<file path="src/rtl/tick_scheduler.sv">
// Multi-channel clock-enable scheduler: NUM_CH single-cycle tick strobes, runtime divide ratios.
// Latency: tick_o[k] is registered; the first tick lands on the Nth edge that samples en_i[k]=1.
// Backpressure: cfg_ready_o drops for a channel while its ratio update waits for a tick boundary.
// Optional: define TICK_SCHED_CFG_CHK_EN to add cfg_err_o (out-of-range channel write flag).
module tick_scheduler #(
  parameter int NUM_CH      = 4,
  parameter int DIV_W       = 16,
  parameter int DEFAULT_DIV = 2,
  localparam int CH_W       = (NUM_CH > 1) ? $clog2(NUM_CH) : 1
) (
  input  logic                    clk_i,
  input  logic                    rst_i,
  input  logic [NUM_CH-1:0]       en_i,
  input  logic                    sync_i,
  input  logic                    cfg_valid_i,
  output logic                    cfg_ready_o,
  input  logic [CH_W-1:0]         cfg_ch_i,
  input  logic [DIV_W-1:0]        cfg_div_i,
  output logic [NUM_CH-1:0]       tick_o,
  output logic [NUM_CH*DIV_W-1:0] div_o
`ifdef TICK_SCHED_CFG_CHK_EN
  ,
  output logic                    cfg_err_o
`endif
);

  localparam logic [DIV_W-1:0] DEF_DIV = DIV_W'(DEFAULT_DIV);

  // Per-channel state: counter, active ratio, shadow ratio, pending flag, tick strobe.
  logic [DIV_W-1:0]  cnt_q [NUM_CH];
  logic [DIV_W-1:0]  cnt_d [NUM_CH];
  logic [DIV_W-1:0]  act_q [NUM_CH];
  logic [DIV_W-1:0]  act_d [NUM_CH];
  logic [DIV_W-1:0]  shd_q [NUM_CH];
  logic [DIV_W-1:0]  shd_d [NUM_CH];
  logic [NUM_CH-1:0] pend_q;
  logic [NUM_CH-1:0] pend_d;
  logic [NUM_CH-1:0] tick_q;
  logic [NUM_CH-1:0] tick_d;

  logic [NUM_CH-1:0] wr_sel;
  logic [NUM_CH-1:0] idle;
  logic [NUM_CH-1:0] wrap;
  logic              cfg_xfer;

  // Config decode: ready reflects only the addressed channel's pending flag.
  // Channels beyond NUM_CH match nothing, so they read ready and write nowhere.
  always_comb begin
    cfg_ready_o = 1'b1;
    wr_sel      = '0;
    for (int k = 0; k < NUM_CH; k++) begin
      if (cfg_ch_i == CH_W'(k)) begin
        cfg_ready_o = !pend_q[k];
      end
    end
    cfg_xfer = cfg_valid_i && cfg_ready_o;
    for (int k = 0; k < NUM_CH; k++) begin
      wr_sel[k] = cfg_xfer && (cfg_ch_i == CH_W'(k));
    end
  end

  // Channel next-state: count, wrap/tick, and ratio updates applied only on a boundary.
  // A write can only land on a channel with no pending update, so the apply path
  // (which clears pending) and the write path (which sets it) never collide; a write
  // on a wrap or idle edge therefore waits for the next boundary.
  always_comb begin
    for (int k = 0; k < NUM_CH; k++) begin
      cnt_d[k]  = cnt_q[k];
      act_d[k]  = act_q[k];
      shd_d[k]  = shd_q[k];
      pend_d[k] = pend_q[k];
      tick_d[k] = 1'b0;
      idle[k]   = !en_i[k] || (act_q[k] == '0);
      wrap[k]   = !idle[k] && (cnt_q[k] == act_q[k] - DIV_W'(1));

      if (sync_i || idle[k]) begin
        cnt_d[k] = '0;
        if (pend_q[k]) begin
          act_d[k]  = shd_q[k];
          pend_d[k] = 1'b0;
        end
      end else if (wrap[k]) begin
        cnt_d[k]  = '0;
        tick_d[k] = 1'b1;
        if (pend_q[k]) begin
          act_d[k]  = shd_q[k];
          pend_d[k] = 1'b0;
        end
      end else begin
        cnt_d[k] = cnt_q[k] + DIV_W'(1);
      end

      if (wr_sel[k]) begin
        shd_d[k]  = cfg_div_i;
        pend_d[k] = 1'b1;
      end
    end
  end

  // State registers; reset restores default ratios and drops any pending update.
  always_ff @(posedge clk_i) begin
    if (rst_i) begin
      pend_q <= '0;
      tick_q <= '0;
      for (int k = 0; k < NUM_CH; k++) begin
        cnt_q[k] <= '0;
        act_q[k] <= DEF_DIV;
        shd_q[k] <= DEF_DIV;
      end
    end else begin
      pend_q <= pend_d;
      tick_q <= tick_d;
      for (int k = 0; k < NUM_CH; k++) begin
        cnt_q[k] <= cnt_d[k];
        act_q[k] <= act_d[k];
        shd_q[k] <= shd_d[k];
      end
    end
  end

  assign tick_o = tick_q;

  // Expose active (never shadow) ratios, channel k at bits [k*DIV_W +: DIV_W].
  for (genvar g = 0; g < NUM_CH; g++) begin : g_div
    assign div_o[g*DIV_W +: DIV_W] = act_q[g];
  end

`ifdef TICK_SCHED_CFG_CHK_EN
  logic cfg_in_range;
  logic err_q;
  logic err_d;

  // Flag an accepted write whose channel index does not exist.
  always_comb begin
    cfg_in_range = 1'b0;
    for (int k = 0; k < NUM_CH; k++) begin
      if (cfg_ch_i == CH_W'(k)) begin
        cfg_in_range = 1'b1;
      end
    end
    err_d = cfg_xfer && !cfg_in_range;
  end

  // One-cycle error pulse following the dropped write.
  always_ff @(posedge clk_i) begin
    if (rst_i) begin
      err_q <= 1'b0;
    end else begin
      err_q <= err_d;
    end
  end

  assign cfg_err_o = err_q;
`endif

endmodule
</file>
<file path="config.mk">
export PLATFORM = sky130hd
export DESIGN_NAME = tick_scheduler
export DESIGN_NICKNAME = d
export VERILOG_FILES = /design/src/rtl/tick_scheduler.sv
export SDC_FILE = /design/constraint.sdc
export NUM_CORES = 1
export LEC_CHECK = 0
export ABC_AREA = 0
export ABC_CLOCK_PERIOD_IN_PS = 8430
export BUFFER_PORTS_ARGS = -buffer_cell sky130_fd_sc_hd__buf_2
export CORE_UTILIZATION = 50
export DETAILED_ROUTE_END_ITERATION = 6
export GPL_ROUTABILITY_DRIVEN = 0
export GPL_TIMING_DRIVEN = 0
export PLACE_DENSITY = 0.8
export SETUP_SLACK_MARGIN = 0.3
export SKIP_LAST_GASP = 1
export SLEW_MARGIN = 20
export SYNTH_ARGS = -nofsm -noshare
export SYNTH_HDL_FRONTEND = slang
export SYNTH_SLANG_ARGS = --single-unit
export TNS_END_PERCENT = 5
</file>
<file path="constraint.sdc">
create_clock -name clk_i -period 8.43 [get_ports clk_i]
set_input_delay 0.843 -clock clk_i [delete_from_list [all_inputs] [get_ports clk_i]]
set_output_delay 0.843 -clock clk_i [all_outputs]
set_load 0.01 [all_outputs]
</file>
==> impl_metrics.py, run 1 <==
metrics = {
    "run_status": {
        "status": "finished clean",
    },
    "worst_setup_path": {
        "required_ns": 8.80,
        "crit_type": "reg2reg",
        "startpoint": "act_q[0][49]$_SDFFE_PP1P_",
        "crit_fanout": 10,
        "end_kind": "flop",
        "rrSetupSlack_ns": 4.89,
        "timing.rr.start": "act_q[0][49]$_SDFFE_PP1P_",
        "start_kind": "flop",
        "cp-endpoint": "act_q[0][62]$_SDFFE_PP0P_",
        "crit_arrival_ns": 3.91,
        "r2r_end": "act_q[0][62]$_SDFFE_PP0P_",
        "reg2reg_depth": 10,
    },
    "floorplan": {
        "coreArea_mm2": 0.0202,
        "ios": 95,
        "die_h_um": 146,
        "rows": 52,
        "die_area_mm2": 0.0213,
        "start_util_pct": 51.2,
        "die_x_um": 146,
    },
    "global_routing": {
        "first_global_vias": 8593,
        "grt_max_degree": 19,
        "overflow": 0,
        "grt_pass1_wl_um": 42200,
        "antenna_found_initial": 0,
        "track_usage_pct": 24.5,
    },
    "route": {
        "wl_per_cell_um": 16.0,
        "firstDrtPassIters": 5,
        "avgViaCountPerCell": 5.57,
        "postRouteAntennaNets": 0,
        "first_iter_violations": 555,
        "num_vias": 9080,
        "wl_um": 26000,
        "drc_errors": 0,
    },
    "timing": {
        "final_max_slew_viol_count": 0,
        "tightest_slew_ns": 0.999,
        "setup_viol": 0,
        "period_needed_ns": 3.54,
        "slew_headroom_pct": 32.5,
        "rsz0062_at_grt": "false",
        "clock.fmax_ghz": 0.283,
        "fin_skew_ns": 0.0112,
        "timing.hold.ws_ns": 0.452,
        "finalSetupTns_ns": 0,
        "finalHoldViolations": 0,
        "fin_crit_sh_pct": 42.0,
    },
    "finish": {
        "regArea_mm2": 0.00400,
        "layout_common_cells": "dfxtp_1, nand2_1, nor2_1",
        "n_fill_cell": 1800,
        "area_growth_pct": 13.9,
        "fin_util_pct": 58.2,
        "nets": 1381,
        "multi_input_area_mm2": 0.00597,
        "drive_gt1_share_pct": 12.1,
        "antenna_cells": 0,
        "layout.cells.most_common": "dfxtp_1",
    },
    "clock_tree": {
        "postCtsHoldBufs": 0,
        "cts_max_level": 4,
        "clockBufferDepth": 2,
        "clk_latency_ns": 0.44,
        "cts_root_buffer": "clkbuf_16",
        "cts_resized": 0,
        "cts_tree": "yes",
        "cts_sinks": 200,
        "cts_buffers": 17,
        "post_cts_buffers": 0,
        "clk_pin_slew_ns": 0.08,
    },
    "synthesis": {
        "ys_seq_elements": 200,
        "seq_area_frac_synth_pct": 38.7,
        "synth_ff_type": "dfxtp_1",
        "syn_area_mm2": 0.0104,
        "synth.avg_cell_area_um2": 8.39,
        "async_reset_ff_share_pct": 0,
        "ys.warnings.count": 0,
        "syn_inst": 1234,
        "synth-edff-count": 0,
        "ys_types": 77,
        "synth_nets": 1268,
    },
    "worst_hold_path": {
        "hp-class": "reg2reg",
    },
    "run": {
        "cap_violations": 0,
    },
    "placed_design": {
        "hpwl_um": 19000,
        "port_buffers": 94,
    },
    "pwr": {
        "powerDensity_mw_per_mm2": 166,
        "power_uw": 1950,
        "p_leak_uw": 0.00464,
        "vdd_drop_max_v": 0.000126,
    },
}
==> kinds of logic after synthesis <==
family / Yosys count / synth area share [%]
muxes: 50 / 4.85
xor gates and xnor gates: 130 / 11.0
adders and majority gates: 8 / 0.967
and+or+nand+nor: 594 / 29.9
AOI/OAI and AO/OA: 166 / 11.0
DFF: 200 / 38.7
buffers and inverters: 86 / 3.65
==> registers in the layout, indices dropped and copies added (netlist names) <==
register and flops:
act_q 64, tick_o 4, cnt_q 64, shd_q 64, pend_q 4
==> synth_stat cells (11+ instances only) <==
cell	count	area [µm²]
nor2_1	109	409
nand3_1	40	200
nor3_1	27	135
mux2i_1	49	490
dfxtp_1	200	4000
o21ai_0	12	60.1
xor2_1	59	517
nor4_1	16	100
a31oi_1	11	68.8
nand4_1	17	106
nand2b_1	101	632
xnor2_1	71	622
and3_1	39	244
inv_1	27	101
a21oi_1	72	360
clkbuf_1	45	169
and2_1	23	144
a221o_1	15	150
nand2_1	160	601
==> where the power goes <==
part	total (µW)	internal, µW	switching (µW)
registers	968	958	10.6
clock network	872	484	388
logic	112	41.4	70.9
==> area by class of cell <==
cell class | count | area share [%]
tap | 270 | 2.87
timing repair buffer | 94 | 3.99
clock buffer | 18 | 3.73
buffer | 59 | 2.35
multi-input combinational | 948 | 50.6
inverter | 27 | 0.860
sequential | 200 | 34.0
clock inverter | 14 | 1.59
==> through the flow <==
stage / area [µm²] / instances / setup WS, ns
finish: 11800 / 1630 / 4.89
global route: 11800 / 1630 / 4.62
CTS: 11800 / 1630 / 4.92
detailed placement: 11200 / 1598 / 4.95
global placement: 11200 / 1598 / 5.03
floorplan: 10400 / 1234 / 5.49
==> how the worst min path moves through the flow <==
stage | startpoint | to | slack [ns] | cells after the start
3_3_place_gp | shd_q[2][8]$_SDFFE_PP0P_ | shd_q[2][8]$_SDFFE_PP0P_ | 0.44 | 2
3_5_place_dp | shd_q[2][10]$_SDFFE_PP0P_ | shd_q[2][10]$_SDFFE_PP0P_ | 0.44 | 2
6_report | shd_q[2][10]$_SDFFE_PP0P_ | shd_q[2][10]$_SDFFE_PP0P_ | 0.45 | 2
2_1_floorplan | shd_q[2][0]$_SDFFE_PP0P_ | shd_q[2][0]$_SDFFE_PP0P_ | 0.43 | 2
5_1_grt | shd_q[0][0]$_SDFFE_PP0P_ | shd_q[0][0]$_SDFFE_PP0P_ | 0.48 | 2
4_1_cts | shd_q[2][10]$_SDFFE_PP0P_ | shd_q[2][10]$_SDFFE_PP0P_ | 0.45 | 2
==> critical path: stages, from the launching register on <==
cell     delay [ns]
dfxtp_1        0.40
inv_1          0.09
ha_1           0.24
nor4b_1        0.83
nand4_1        0.22
xnor2_1        0.18
nor4_1         0.23
nand4_1        0.28
o31ai_4        0.55
buf_6          0.24
mux2i_1        0.20
==> metal layers <==
layer / GRT usage (%) / vias up / part of all wire [%] / wire length, µm
met5: 0 / - / 0 / 0
met4: 7.53 / 0 / 2.0 / 520
met3: 3.73 / 40 / 4.8 / 1260
met2: 41.5 / 279 / 47 / 12400
met1: 31.9 / 4274 / 46 / 11900
li1: - / 4487 / - / -
Note: power is estimated with default switching activity, not from simulation.
==> run 2: changes to the inputs <==
--- a/config.mk
+++ b/config.mk
@@ -6,7 +6,7 @@
 export NUM_CORES = 1
 export LEC_CHECK = 0
 export ABC_AREA = 0
-export ABC_CLOCK_PERIOD_IN_PS = 8430
+export ABC_CLOCK_PERIOD_IN_PS = 3500
 export BUFFER_PORTS_ARGS = -buffer_cell sky130_fd_sc_hd__buf_2
 export CORE_UTILIZATION = 50
 export DETAILED_ROUTE_END_ITERATION = 6
==> constraint.sdc (replaced) <==
create_clock -name clk_i -period 3.5 [get_ports clk_i]
set_input_delay 0.35 -clock clk_i [delete_from_list [all_inputs] [get_ports clk_i]]
set_output_delay 0.35 -clock clk_i [all_outputs]
set_load 0.01 [all_outputs]
==> run 2 against run 1 <==
Net effect: sequential cell count stayed put; sequential share of layout area fell by 0.30 points; via count is 0.13% higher; die area unchanged; critical path depth unchanged; power up 140%; utilization increased by 0.53 points.
==> impl_metrics.py, run 2 (synthesized netlist as in run 1, its figures left out) <==
metrics = {
    "placed_design": {
        "hpwl_um": 19000,
        "port_buffers": 94,
        "placed_cell_area_mm2": 0.0112,
        "place_inst": 1598,
    },
    "finish": {
        "reg.largest.list": "act_q: 64 flops, cnt_q: 64 flops, shd_q: 64 flops",
        "antenna_cells": 0,
        "area_growth_pct": 14.9,
        "layout.cells.most_common": "dfxtp_1",
        "layout_common_cells": "dfxtp_1, nand2_1, nor2_1",
        "stdcell_count": 1633,
        "nets": 1384,
        "final_area_mm2": 0.0119,
        "drive_gt1_share_pct": 12.8,
        "fin_util_pct": 58.8,
    },
    "clock_tree": {
        "cts_buffers": 17,
        "clockBufferDepth": 2,
        "clk_latency_ns": 0.44,
        "cts_max_level": 4,
        "postCtsHoldBufs": 0,
        "cts_tree": "yes",
        "cts_sinks": 200,
        "cts_root_buffer": "clkbuf_16",
        "clk_pin_slew_ns": 0.07,
    },
    "route": {
        "avgViaCountPerCell": 5.57,
        "num_vias": 9092,
        "drc_errors": 0,
        "firstDrtPassIters": 5,
        "top_layer_used": "met4",
        "wl_um": 26300,
        "wl_per_cell_um": 16.1,
        "wl_met1_um": 11900,
        "first_iter_violations": 599,
        "postRouteAntennaNets": 0,
        "route.met3.wl_um": 1340,
        "wl_met2_um": 12500,
    },
    "timing": {
        "setup_viol": 0,
        "fin_crit_sh_pct": 93.3,
        "finalHoldViolations": 0,
        "finalSetupTns_ns": 0,
        "fin_skew_ns": 0.0115,
        "slew_headroom_pct": 50.8,
        "clock.fmax_ghz": 0.306,
        "rsz0062_at_grt": "true",
        "final_max_slew_viol_count": 0,
        "tightest_slew_ns": 0.732,
        "period_needed_ns": 3.27,
    },
    "worst_setup_path": {
        "rrSetupSlack_ns": 0.23,
        "startpoint": "act_q[0][16]$_SDFFE_PP0P_",
        "reg2reg_depth": 10,
        "r2r_end": "cnt_q[1][12]$_SDFF_PP0_",
        "timing.critical_path.buf_inv": 2,
        "path_cells": "inv_1 -> ha_1 -> or3b_2 -> xnor2_1 -> nor4_1 -> nand3_1 -> or4b_4 -> nand2_1 -> clkbuf_1 -> nor2_1",
        "slowest_delay_ns": 0.54,
        "start_kind": "flop",
        "crit_arrival_ns": 3.57,
        "crit_family": "simple AND/OR/NAND/NOR gates",
        "required_ns": 3.81,
        "end_kind": "flop",
        "timing.rr.start": "act_q[0][16]$_SDFFE_PP0P_",
        "crit_type": "reg2reg",
        "crit_fanout": 10,
        "cp_slowest_cell": "or4b_4",
    },
    "global_routing": {
        "first_global_vias": 8602,
        "antenna_found_initial": 0,
        "grt_max_degree": 19,
        "track_usage_pct": 24.5,
        "overflow": 0,
        "grt_pass1_wl_um": 42200,
    },
    "pwr": {
        "vdd_drop_max_v": 0.000304,
        "power_uw": 4710,
        "p_leak_uw": 0.00468,
        "powerDensity_mw_per_mm2": 396,
    },
    "worst_hold_path": {
        "whs_path_depth": 2,
        "hp-class": "in2reg",
        "min_from": "cfg_div_i[1]",
        "worstHoldEndpoint": "shd_q[2][1]$_SDFFE_PP1P_",
    },
    "floorplan": {
        "rows": 52,
        "start_util_pct": 51.2,
        "ios": 95,
        "coreArea_mm2": 0.0202,
        "die_x_um": 146,
        "die_h_um": 146,
        "die_area_mm2": 0.0213,
    },
    "run_status": {
        "status": "finished clean",
    },
    "run": {
        "cap_violations": 0,
    },
}
==> run 2: final cells by class <==
class / instances / area [µm²]
fillers: 1789 / 8340
multi-input cells: 948 / 6050
flip-flops and latches: 200 / 4000
repair buffers: 97 / 493
clock buffers: 18 / 439
well taps: 270 / 338
plain buffers: 59 / 279
clock inverters: 14 / 188
inverters: 27 / 101
==> run 2: routing by layer <==
layer	GRT usage, %	vias up
li1	-	4495
met1	31.9	4288
met2	41.6	270
met3	3.73	39
met4	7.53	0
met5	0	-
==> run 2: power by group <==
part / switching, µW / internal (µW) / total [µW]
Clock: 935 / 1170 / 2100
Combinational: 174 / 105 / 279
Sequential: 25.9 / 2310 / 2330
==> run 2: how the worst max path moves through the flow <==
stage,endpoint,cells past startpoint
floorplan,cnt_q[0][7]$_SDFF_PP0_,11
global placement,act_q[0][59]$_SDFFE_PP0P_,10
detailed placement,act_q[0][62]$_SDFFE_PP0P_,10
CTS,cnt_q[2][7]$_SDFF_PP0_,12
global route,act_q[0][10]$_SDFFE_PP0P_,11
finish,cnt_q[1][12]$_SDFF_PP0_,10
==> run 2: through the flow <==
| step | worst slack, ns | hold slack [ns] |
|---|---|---|
| final | 0.234 | 0.215 |
| after global routing | 0.0770 | 0.213 |
| after CTS | 0.0960 | 0.208 |
| after detailed placement | 0.0155 | 0.443 |
| after global placement | 0.0962 | 0.439 |
| after floorplan | 0.565 | 0.432 |
==> run 2: worst register-to-register path: stages (launching register included) <==
cell	delay, ns
dfxtp_1	0.38
inv_1	0.09
ha_1	0.20
or3b_2	0.51
xnor2_1	0.16
nor4_1	0.33
nand3_1	0.16
or4b_4	0.54
nand2_1	0.27
clkbuf_1	0.39
nor2_1	0.11
==> run 2: repair_timing <==
item / in CTS / in global routing
setup buffers: 0 / 3
resized for setup: 1 / 13
pin swaps: 0 / 4
setup endpoints to repair: 94 / 116
